<file path="config.mk">
export PLATFORM = sky130hd
export DESIGN_NAME = wam_sch
export DESIGN_NICKNAME = d
export VERILOG_FILES = /design/src/rtl/wam_pkg.sv /design/src/rtl/wam_lfsr.sv /design/src/rtl/wam_sch.sv
export SDC_FILE = /design/constraint.sdc
export NUM_CORES = 1
export LEC_CHECK = 0
export ABC_AREA = 0
export CORE_ASPECT_RATIO = 1.4
export CORE_MARGIN = 2
export CORE_UTILIZATION = 29
export CTS_BUF_LIST = sky130_fd_sc_hd__clkbuf_8
export DETAILED_ROUTE_END_ITERATION = 7
export SLEW_MARGIN = 0
export SYNTH_ARGS = -nofsm -noshare
export SYNTH_HDL_FRONTEND = slang
export SYNTH_SLANG_ARGS = --single-unit
</file>
<file path="constraint.sdc">
create_clock -name clk_19 -period 6.26 [get_ports clk_19]
set_input_delay 0.626 -clock clk_19 [delete_from_list [all_inputs] [get_ports clk_19]]
set_output_delay 0.626 -clock clk_19 [all_outputs]
set_load 0.02 [all_outputs]
</file>
<file path="src/rtl/wam_pkg.sv">
// Shared constants and helpers for the Whac-A-Mole mole scheduler.
// Latency: n/a (package only).
// Backpressure: n/a.
package wam_pkg;

    localparam int NH_MAX = 16;
    localparam int LFSR_W = 16;
    localparam int LIFE_W = 4;
    localparam int CNT_W  = 5;
    localparam int RND_W  = 7;

    // Fibonacci taps 16,14,13,11 expressed as bit positions 15,13,12,10
    localparam logic [LFSR_W-1:0] LFSR_TAPS = 16'hB400;
    localparam logic [LFSR_W-1:0] DEF_SEED  = 16'hACE1;

    // Per-cycle event counts, registered together
    typedef struct packed {
        logic [CNT_W-1:0] n_hit;
        logic [CNT_W-1:0] n_mis;
        logic [CNT_W-1:0] n_bad;
    } cnt_t;

    // Shift left, XOR of tapped bits enters at bit 0
    function automatic logic [LFSR_W-1:0] lfsr_next(input logic [LFSR_W-1:0] s);
        return {s[LFSR_W-2:0], ^(s & LFSR_TAPS)};
    endfunction

    // Population count of a hole vector (zero-extended to NH_MAX)
    function automatic logic [CNT_W-1:0] pop_cnt(input logic [NH_MAX-1:0] v);
        logic [CNT_W-1:0] c;
        c = '0;
        for (int i = 0; i < NH_MAX; i++) begin
            c = c + CNT_W'(v[i]);
        end
        return c;
    endfunction

endpackage

</file>
<file path="src/rtl/wam_lfsr.sv">
// 16-bit Fibonacci LFSR supplying the spawn random number and hole index.
// Latency: advances one step on the edge where en=1; load of SEED on clr_n=0.
// Backpressure: none; en=0 holds the current value.
module wam_lfsr
    import wam_pkg::*;
#(
    parameter logic [LFSR_W-1:0] SEED = DEF_SEED
) (
    input  logic              clk_19,
    input  logic              clr_n,
    input  logic              en,
    output logic [LFSR_W-1:0] state
);

    // Reload seed on reset, otherwise step only when enabled
    always_ff @(posedge clk_19) begin
        if (!clr_n) begin
            state <= SEED;
        end else if (en) begin
            state <= lfsr_next(state);
        end
    end

endmodule

</file>
<file path="src/rtl/wam_sch.sv">
// Mole scheduler: spawns, ages, expires moles and resolves whacks per game tick.
// Latency: all decisions use registered state; mole and counts update one edge later.
// Backpressure: none; run=0 freezes state and drops tick/hit.
module wam_sch
    import wam_pkg::*;
#(
    parameter int                NH   = 16,
    parameter int                MAXM = 3,
    parameter logic [LFSR_W-1:0] SEED = DEF_SEED
) (
    input  logic              clk_19,
    input  logic              clr_n,
    input  logic              run,
    input  logic              tick,
    input  logic [LIFE_W-1:0] age,
    input  logic [7:0]        rto,
    input  logic [NH-1:0]     hit,
    output logic [NH-1:0]     mole,
    output logic [2:0]        live,
    output logic [CNT_W-1:0]  hit_n,
    output logic [CNT_W-1:0]  mis_n,
    output logic [CNT_W-1:0]  bad_n
);

    localparam int         IDX_W  = (NH > 1) ? $clog2(NH) : 1;
    localparam logic [2:0] MAXM_L = 3'(MAXM);

    logic [LFSR_W-1:0] lfsr;
    logic [LIFE_W-1:0] life     [NH];
    logic [LIFE_W-1:0] life_nxt [NH];
    logic [NH-1:0]     hit_ok;
    logic [NH-1:0]     hit_bad;
    logic [NH-1:0]     expire;
    logic [IDX_W-1:0]  idx;
    logic [RND_W-1:0]  rnd;
    logic [LIFE_W-1:0] spawn_life;
    logic              step;
    logic              spawn;
    cnt_t              cnt_nxt;
    cnt_t              cnt_q;
    logic              unused_lfsr_bits;

    assign step = run & tick;

    wam_lfsr #(
        .SEED (SEED)
    ) u_lfsr (
        .clk_19 (clk_19),
        .clr_n  (clr_n),
        .en     (step),
        .state  (lfsr)
    );

    // Only some LFSR bits feed decisions; fold the rest away
    assign unused_lfsr_bits = ^lfsr;

    // A hole is lit while its life counter is non-zero
    always_comb begin
        mole = '0;
        for (int i = 0; i < NH; i++) begin
            mole[i] = (life[i] != '0);
        end
    end

    assign live       = 3'(pop_cnt(NH_MAX'(mole)));
    assign idx        = lfsr[12 +: IDX_W];
    assign rnd        = lfsr[RND_W-1:0];
    assign spawn_life = (age == '0) ? LIFE_W'(1) : age;
    assign spawn      = step & ({1'b0, rnd} < rto) & ~mole[idx] & (live < MAXM_L);
    assign hit_ok     = run ? (hit & mole)  : '0;
    assign hit_bad    = run ? (hit & ~mole) : '0;

    // Per-hole next life: hit clears, tick ages/expires, spawn loads a free hole
    always_comb begin
        expire = '0;
        for (int i = 0; i < NH; i++) begin
            life_nxt[i] = life[i];
            if (hit_ok[i]) begin
                life_nxt[i] = '0;
            end else if (step && mole[i]) begin
                if (life[i] == LIFE_W'(1)) begin
                    life_nxt[i] = '0;
                    expire[i]   = 1'b1;
                end else begin
                    life_nxt[i] = life[i] - LIFE_W'(1);
                end
            end
            if (spawn && (idx == IDX_W'(i))) begin
                life_nxt[i] = spawn_life;
            end
        end
    end

    // Event counts for this cycle (all zero while paused)
    always_comb begin
        cnt_nxt       = '0;
        cnt_nxt.n_hit = pop_cnt(NH_MAX'(hit_ok));
        cnt_nxt.n_mis = pop_cnt(NH_MAX'(expire));
        cnt_nxt.n_bad = pop_cnt(NH_MAX'(hit_bad));
    end

    // Register life array and counts together so they stay aligned
    always_ff @(posedge clk_19) begin
        if (!clr_n) begin
            for (int i = 0; i < NH; i++) begin
                life[i] <= '0;
            end
            cnt_q <= '0;
        end else begin
            for (int i = 0; i < NH; i++) begin
                life[i] <= life_nxt[i];
            end
            cnt_q <= cnt_nxt;
        end
    end

    assign hit_n = cnt_q.n_hit;
    assign mis_n = cnt_q.n_mis;
    assign bad_n = cnt_q.n_bad;

endmodule

</file>
==> metrics.txt <==
CTS sink count=95; synthesized area=0.00767 mm²; top cell type's share of synthesized area=0.248; post-synthesis sequential area ratio=0.248; Setup crit end kind=output pin; Crit Path Class=flip-flop to output pin; vias in the first global route=6672; DPL Wire Length=17.2 mm; Relative slew margins=0.282; top-count cell post-synth=nand2_1; Yosys cell types=58; EDFF count, synth=0; Max Fclk=169 MHz; synth top area cells=dfxtp_1 25%, fa_1 10%, ha_1 10%, mux2i_1 9.0%, nand2_1 7.0%; post-synth top area cell=dfxtp_1; Initial Util=0.294; Yosys reg bits=95; placed insts=1286; Die W=141 µm; Layout area overhead=15.5%; Ys Warns=0; Syn Area/Cell=8.33 µm²; htree depth=3; first-pass GRT wire length=36.3 mm; Syn Inst Count=921; initial antenna violation count=0; maximum root-to-sink buffer count=2; crit-path max FO=6; top cells by count, synth=143 x nand2_1, 108 x inv_1, 95 x dfxtp_1, 77 x nand3_1, 69 x mux2i_1; outcome=finished clean; RSZ-0062 raised after global routing=no; DRC=0; final setup vio count=0; pin count of the biggest net entering global routing=99; total power density per cell area=270 mW/mm²; Primary FF master, synth=dfxtp_1; crit path time final=5.91 ns; I/O pins=66; Root Driver=clkbuf_8; Clock Skews=0.0229 ns; pin slew with the least headroom to its limit=1.07 ns; number of diodes=0; Critical Path Source Type=flip-flop; drt total wl=22.7 mm; worst vdd ir=0.176 mV; Starting DRT DRC Count=498; die area=0.0278 mm²; share of layout cells above drive strength 1=0.0532; CTS tree=yes; post_cts resized=0; setup TNS=0 ns; via/cell ratio=5.13; routed len/inst=17.5 µm; reg2reg setup slack=0.36 ns; GPL Wtd Cong=0.880; Skew-Pair Late Insertion Delay=0.41 ns; Placeable Area=0.0261 mm²; total track usage=0.169; fin. max-slew vios=0; CTS buffer count=9; Row Count=70; max_cap viols=0; Overflow after GRT=0; Finished Layout Cells=1302; die height=196 µm; type of the tightest min-delay check=flip-flop to flip-flop; Setup Buffers After CTS=0; DRT Pass-1 Iters=4; I/O Buffers=65; NumNets Final=1109; vias after detailed routing=6682; clock slew at reported path FFs=0.10 ns; Final Hold Fails=0; Worst EP arrival=5.28 ns; CTS Hold Bufs=0; Leakage=0.00396 µW; CP required=5.63 ns; Async SR Flop Fraction=0; synthesized net count=1057; post-route ant nets=0; ratio of final minimum period to clock period=0.944
==> routing by layer <==
metal  GRT usage  part of all wire
met1       0.197              0.41
met2       0.297              0.50
met3      0.0282             0.049
met4      0.0859             0.042
met5           0                 0
==> power by group <==
part | switching, µW | internal, µW | leakage (µW)
logic | 735 | 529 | 0.00309
clock network | 246 | 171 | 0.0000997
registers | 53.8 | 659 | 0.000770
total | 1040 | 1360 | 0.00396
==> critical path, stage by stage, from the launching register on <==
cell,delay (ns)
dfxtp_1,0.36
inv_1,0.07
ha_1,0.15
nor3b_2,0.39
inv_1,0.19
fa_1,0.47
fa_1,0.53
inv_1,0.06
fa_1,0.49
inv_1,0.05
fa_1,0.47
ha_1,0.14
inv_1,0.05
fa_1,0.38
xnor2_1,0.15
xnor2_1,0.20
clkdlybuf4s50_1,0.71
==> flip-flops by register name (all words and copies together), names as in the netlist <==
| register | flops |
|---|---|
| bad_n | 5 |
| hit_n | 5 |
| life | 64 |
| mis_n | 5 |
| u_lfsr.state | 16 |
==> cell usage in the layout (no fill, tap or decap), types with 4 or more instances in the layout <==
cell type,netlist,routed
a21boi_0,8,8
a21o_1,18,18
a21oi_1,24,24
a32o_1,7,7
and2_1,12,11
buf_4,0,11
clkbuf_8,0,11
clkdlybuf4s50_1,0,63
dfxtp_1,95,95
fa_1,40,40
ha_1,64,64
inv_1,108,109
mux2i_1,69,69
nand2_1,143,142
nand2b_1,8,8
nand3_1,77,77
nand3_2,4,4
nand4_1,8,8
nor2_1,25,25
nor2b_1,9,9
nor3_1,10,10
nor3b_1,15,15
nor3b_2,4,4
nor4_1,13,13
o211ai_1,11,11
o21ai_0,39,39
o31ai_1,4,4
or3b_2,6,6
or4_1,10,10
xnor2_1,6,6
==> final cells by class <==
cell class	count	area [µm²]
timing repair buffer	76	723
tap	324	405
multi-input combinational	683	5240
sequential	95	1900
clock inverter	5	40.0
inverter	108	405
fill	2763	17200
clock buffer	11	151
==> per-stage QoR <==
stage	setup WS (ns)	util	total power, µW	hold WS (ns)	cell area, µm²
2_1_floorplan	0.767	-	1510	0.440	7670
3_3_place_gp	0.484	0.332	1990	0.449	8670
3_5_place_dp	0.376	0.332	1990	0.453	8670
4_1_cts	0.332	0.340	2410	0.474	8860
5_1_grt	0.0404	0.340	2580	0.486	8860
6_report	0.350	0.340	2390	0.471	8860
==> logic make-up after synthesis <==
| family | after synthesis | synth area share |
|---|---|---|
| fa+ha+maj | 104 | 0.209 |
| flops | 95 | 0.248 |
| xor+xnor | 9 | 0.0103 |
| simple gates | 361 | 0.244 |
| buf+inv | 143 | 0.0700 |
| compound gates | 134 | 0.116 |
| mux | 75 | 0.103 |
==> worst paths after layout <==
kind / from / endpoint / cells after the start
max reg2reg: life[1][4] / life[0][11] / 19
max: life[1][4] / live[2] / 16
min reg2reg: u_lfsr.state[11] / u_lfsr.state[12] / 2
min: u_lfsr.state[11] / u_lfsr.state[12] / 2
(Power assumes the default switching activity.)
